==> config.mk <==
export PLATFORM = sky130hd
export DESIGN_NAME = src_operand_buf
export DESIGN_NICKNAME = d
export VERILOG_FILES = /design/src/rtl/src_operand_buf_pkg.sv /design/src/rtl/src_operand_buf.sv
export SDC_FILE = /design/constraint.sdc
export NUM_CORES = 1
export LEC_CHECK = 0
export ABC_AREA = 1
export CAP_MARGIN = 20
export CORE_MARGIN = 2
export CORE_UTILIZATION = 55
export DETAILED_ROUTE_END_ITERATION = 16
export MAX_ROUTING_LAYER = met4
export PLACE_DENSITY = 0.86
export SLEW_MARGIN = 20
export SYNTH_ARGS = -nofsm -noshare
export SYNTH_HDL_FRONTEND = slang
export SYNTH_SLANG_ARGS = --single-unit
export TNS_END_PERCENT = 50
==> constraint.sdc <==
create_clock -name clock -period 4.2 [get_ports clock]
set_input_delay 0.84 -clock clock [delete_from_list [all_inputs] [get_ports clock]]
set_output_delay 0.84 -clock clock [all_outputs]
set_load 0.005 [all_outputs]
==> src/rtl/src_operand_buf_pkg.sv <==
// rtl/src_operand_buf_pkg.sv - shared types for the source operand skid buffer
package src_operand_buf_pkg;

    localparam int DATA_WIDTH = 32;

    typedef logic [DATA_WIDTH-1:0] data_t;

    typedef enum logic [1:0] {
        SB_EMPTY,
        SB_ONE,
        SB_FULL
    } src_buf_state_t;

    typedef struct packed {
        data_t      src1;
        data_t      src2;
        data_t      src3;
        logic [4:0] sel_wb;
    } src_bundle_t;

endpackage

==> src/rtl/src_operand_buf.sv <==
// rtl/src_operand_buf.sv - two-entry skid buffer between PathSel and the vector exec unit
// Optional stall-cycle counter enabled by defining SRC_BUF_PERF_CNT_EN.
module src_operand_buf
    import src_operand_buf_pkg::*;
#(
    parameter int LANE_ID   = 0,
    parameter int TAG_WIDTH = 7,
    parameter int CNT_WIDTH = 32
) (
    input  logic                 clock,
    input  logic                 reset,
    input  logic                 I_Flush,
    input  logic                 I_Req,
    input  data_t                I_Src_Data1,
    input  data_t                I_Src_Data2,
    input  data_t                I_Src_Data3,
    input  logic [4:0]           I_Sel_Path_WB,
    input  logic [TAG_WIDTH-1:0] I_Tag,
    output logic                 O_Stall,
    output logic                 O_Req,
    input  logic                 I_Stall,
    output data_t                O_Src_Data1,
    output data_t                O_Src_Data2,
    output data_t                O_Src_Data3,
    output logic [4:0]           O_Sel_Path_WB,
    output logic [TAG_WIDTH-1:0] O_Tag
`ifdef SRC_BUF_PERF_CNT_EN
    ,
    output logic [CNT_WIDTH-1:0] O_Stall_Cnt
`endif
);

    src_buf_state_t         state_q;
    src_bundle_t            head_q;
    src_bundle_t            skid_q;
    logic [TAG_WIDTH-1:0]   head_tag_q;
    logic [TAG_WIDTH-1:0]   skid_tag_q;
    logic                   req_q;
    logic                   stall_q;

    src_bundle_t            in_bundle;
    logic                   push;
    logic                   pop;

    assign in_bundle = '{src1: I_Src_Data1, src2: I_Src_Data2, src3: I_Src_Data3, sel_wb: I_Sel_Path_WB};

    // Both handshakes use only registered outputs, so I_Stall never reaches O_Stall combinationally.
    assign push = I_Req & ~stall_q;
    assign pop  = req_q & ~I_Stall;

    always_ff @(posedge clock or negedge reset) begin
        if (!reset) begin
            state_q    <= SB_EMPTY;
            head_q     <= '0;
            skid_q     <= '0;
            head_tag_q <= '0;
            skid_tag_q <= '0;
            req_q      <= 1'b0;
            stall_q    <= 1'b0;
        end else if (I_Flush) begin
            state_q    <= SB_EMPTY;
            head_q     <= '0;
            skid_q     <= '0;
            head_tag_q <= '0;
            skid_tag_q <= '0;
            req_q      <= 1'b0;
            stall_q    <= 1'b0;
        end else begin
            case (state_q)
                SB_EMPTY: begin
                    if (push) begin
                        head_q     <= in_bundle;
                        head_tag_q <= I_Tag;
                        req_q      <= 1'b1;
                        state_q    <= SB_ONE;
                    end
                end
                SB_ONE: begin
                    if (push && pop) begin
                        head_q     <= in_bundle;
                        head_tag_q <= I_Tag;
                    end else if (push) begin
                        skid_q     <= in_bundle;
                        skid_tag_q <= I_Tag;
                        stall_q    <= 1'b1;
                        state_q    <= SB_FULL;
                    end else if (pop) begin
                        req_q      <= 1'b0;
                        state_q    <= SB_EMPTY;
                    end
                end
                SB_FULL: begin
                    if (pop) begin
                        head_q     <= skid_q;
                        head_tag_q <= skid_tag_q;
                        stall_q    <= 1'b0;
                        state_q    <= SB_ONE;
                    end
                end
                default: begin
                    req_q   <= 1'b0;
                    stall_q <= 1'b0;
                    state_q <= SB_EMPTY;
                end
            endcase
        end
    end

    assign O_Req         = req_q;
    assign O_Stall       = stall_q;
    assign O_Src_Data1   = head_q.src1;
    assign O_Src_Data2   = head_q.src2;
    assign O_Src_Data3   = head_q.src3;
    assign O_Sel_Path_WB = head_q.sel_wb;
    assign O_Tag         = head_tag_q;

`ifdef SRC_BUF_PERF_CNT_EN
    logic [CNT_WIDTH-1:0] stall_cnt_q;

    // Flush deliberately leaves the count alone; only reset clears it.
    always_ff @(posedge clock or negedge reset) begin
        if (!reset) begin
            stall_cnt_q <= '0;
        end else if ((stall_q | (req_q & I_Stall)) && (stall_cnt_q != {CNT_WIDTH{1'b1}})) begin
            stall_cnt_q <= stall_cnt_q + CNT_WIDTH'(1);
        end
    end

    assign O_Stall_Cnt = stall_cnt_q;
`endif

    a_no_req_while_stalled: assert property (@(posedge clock) disable iff (!reset) !(I_Req && O_Stall))
        else $warning("src_operand_buf lane %0d: I_Req ignored while O_Stall", LANE_ID);

endmodule

==> results.md <==
* Die area at 19,570 sq um
* Fmax at 354.4 MHz
* CP Class: reg2reg
* Worst Path Max Fanout at 66
* P&R area growth vs syn at 29.19%
* Hold Crit Class: in2async
* Final WS setup at 1.378 ns
* Reg clk slew, reported paths at 0.06 ns
* GRT overflow at 0
* DR vias at 9,689
* Cell area after synthesis at 10,150 sq um
* CP startpoint: state_q[0]$_DFFE_PN0P_
* Sw Share at 35.44%
* Area of the core at between 15,000 and 20,000 sq um
* Leak at 6.439 nW
* Final net count at 1,577
* Req. time, crit path at between 4 and 5 ns
* RSZ-0062 raised after global routing: false
* CP startpoint kind: flip-flop
* TritonCTS clock tree: built
* Remaining DRCs at 0
* CP arrival at around 3.2 ns
* Sequential fraction of the synthesis area at 54.21%
* PortBufs at 222
* Slew margin rel. at a little over a third
* Clock Path Buffers at 3
* #FFs+latches synth at 220
* Syn_nets at 1,417
* Avg Inst Size Synth at 7.811 sq um
* Chip width at roughly 140 um
* Setup Viol. Count Final at 0
* Worst VDD drop at 0.0004048 V
* Row count at just under 50
* TritonCTS buffer count at 23
* Cell Pwr Density at 642.3 nW/um^2
* Filler Cells Inserted at 1,398
* Drt initial violations at 952
* Internal power at between 5 and 6 mW
* IO Pins at 223
* Hold WS at 0.3924 ns
* Final ANT Viol Nets at 0
* Global-route wire length before repair at 46,940 um
* Total negative slack at 0 ns
* Layout cells sized above 1 at 4.141%
* Max-cap violations at 0
* H-tree Lvls at 1
* Yosys warns at 0
* Largest net degree at the start of global routing at 163
* Combinational Power Share at 38.1%
* Kind of end point of the critical path: flip-flop
* Post-CTS sizing at 0
* Post-Route WL at 28,530 um
* Final min period at roughly 2.8 ns
* Syn Inst Count at 1,300
* Routed length per instance at 16.74 um
* Vias in the first global route at 9,382
* CTS Hold Bufs at 0
* Power Total at 8.426 mW
* Clk sinks at 220
* Worst reg2reg path startpoint: state_q[0]$_DFFE_PN0P_
* Pre-CTS WS at 0.8098 ns
* Reg power frac at 38.4%
* P_sw at 2.986 mW
* Status: completed
* Initial core utilization at 56.34%
* Clock power frac at 23.4%
* Routability Congestion at approximately 0.83
* Die height at ~140 um
* CTS root buffer: clkbuf_16
* DP HPWL at 16,440 um
* Max Slew Vio Count at 0
* Initial antenna violation count at 2
* Final Hold Fails at 0
* Dpl cell area at 12,390 sq um
* Via density at 5.686
* Tcrit/Tclk final at 67.18%
* Tot GR Track Use at 29.83%
* Measured slew at the worst slew-check pin at 0.9667 ns
* Netlist cell types at 19
* TritonRoute pass-1 iters at 7
* Clock Latency Late Sink at 0.50 ns
* Post-CTS Repair Setup Buffers at 0
* Setup Skew at 0.006915 ns
* Final instance area at 13,120 sq um
==> flip-flops by register name, summed over array words and instances (netlist names) <==
name           count
O_Req              1
O_Tag              7
O_Sel_Path_WB      5
state_q            2
O_Src_Data3       32
skid_tag_q         7
O_Src_Data1       32
O_Stall            1
O_Src_Data2       32
skid_q           101
==> cells by family (layout without fill, tap and decap cells) <==
kind of cell / after synthesis / after routing / synth area share [%]
compound gates: 220 / 220 / 10.84
other cells: 0 / 2 / 0
fa+ha+maj: 4 / 4 / 0.4929
buf+inv: 115 / 288 / 4.793
flops: 220 / 220 / 54.21
simple gates: 741 / 741 / 29.66
==> cell usage after synthesis, drive strengths merged <==
cell	count	area, sq um
clkbuf	51	191.4
ha	4	50.05
buf	51	246.5
nand4	1	6.260
nand3	167	840.8
inv	13	48.79
nor2	172	655.6
nand2	400	1504
o21ai	111	555.5
nor3	1	5.000
dfrtp	220	5505
a21oi	109	545.5
==> placed cells by master (no fill, tap or decap), types with 9 or more instances in the layout <==
master           synthesis  layout
nand3_1                166     166
o21ai_0                111     110
buf_4                    4      12
clkbuf_16                0      23
clkdlybuf4s50_1          0     220
dfrtp_1                220     220
inv_1                    9       9
a21oi_1                109     109
nand2_1                399     398
nor2_1                 170     170
==> routing by layer <==
metal  routed length (um)  track usage, %
met3                 2799           6.125
met5                    0               -
met4                  635           8.368
met2                13450           45.65
met1                11640           40.87
==> worst paths after layout <==
kind	endpoint	slack [ns]	cells after the start
min reg2reg	O_Src_Data3[4]$_DFFE_PN0P_	0.47	2
min	skid_q[26]$_DFFE_PN0P_	0.39	1
max reg2reg	O_Src_Data3[23]$_DFFE_PN0P_	1.38	11
min in group clock	O_Src_Data3[4]$_DFFE_PN0P_	0.47	2
max	O_Src_Data3[23]$_DFFE_PN0P_	1.38	11
max in group asynchronous	skid_q[38]$_DFFE_PN0P_	2.71	2
==> power by group through the flow <==
stage               Clock [mW]  Combinational (mW)  Sequential (mW)
finish                    1.97                3.21             3.24
floorplan                    0                1.55             3.20
global placement             0                3.11             3.24
detailed placement           0                3.20             3.25
CTS                       2.00                3.23             3.23
global route              2.08                3.55             3.31
==> area by class of cell <==
type                       instances  area, sq um  share of cell area, %
antenna                            2        5.005                0.03815
clock inverter                     4        45.04                 0.3433
timing repair buffer             237         2355                  17.95
sequential                       220         5505                  41.96
clock buffer                      34        676.9                  5.160
inverter                          13        53.80                 0.4101
tap                              229        286.5                  2.184
multi-input combinational        965         4192                  31.95
==> worst max-delay path: stages (launching register included) <==
cell	delay, ns
dfrtp_1	0.42
inv_1	0.10
ha_2	0.22
inv_4	0.42
nor2_1	0.11
nand2_1	0.15
nand2_1	0.11
nor2_4	0.13
nand2_4	0.45
buf_4	0.44
nand2_1	0.10
nand2_1	0.05
==> through the flow <==
| stage | utilization [%] | cells |
|---|---|---|
| final | 72.78 | 1704 |
| after global routing | 72.78 | 1704 |
| after CTS | 72.73 | 1702 |
| after detailed placement | 68.73 | 1664 |
| after global placement | 68.71 | 1664 |
| after floorplan | - | 1300 |
(Power assumes the default switching activity.)
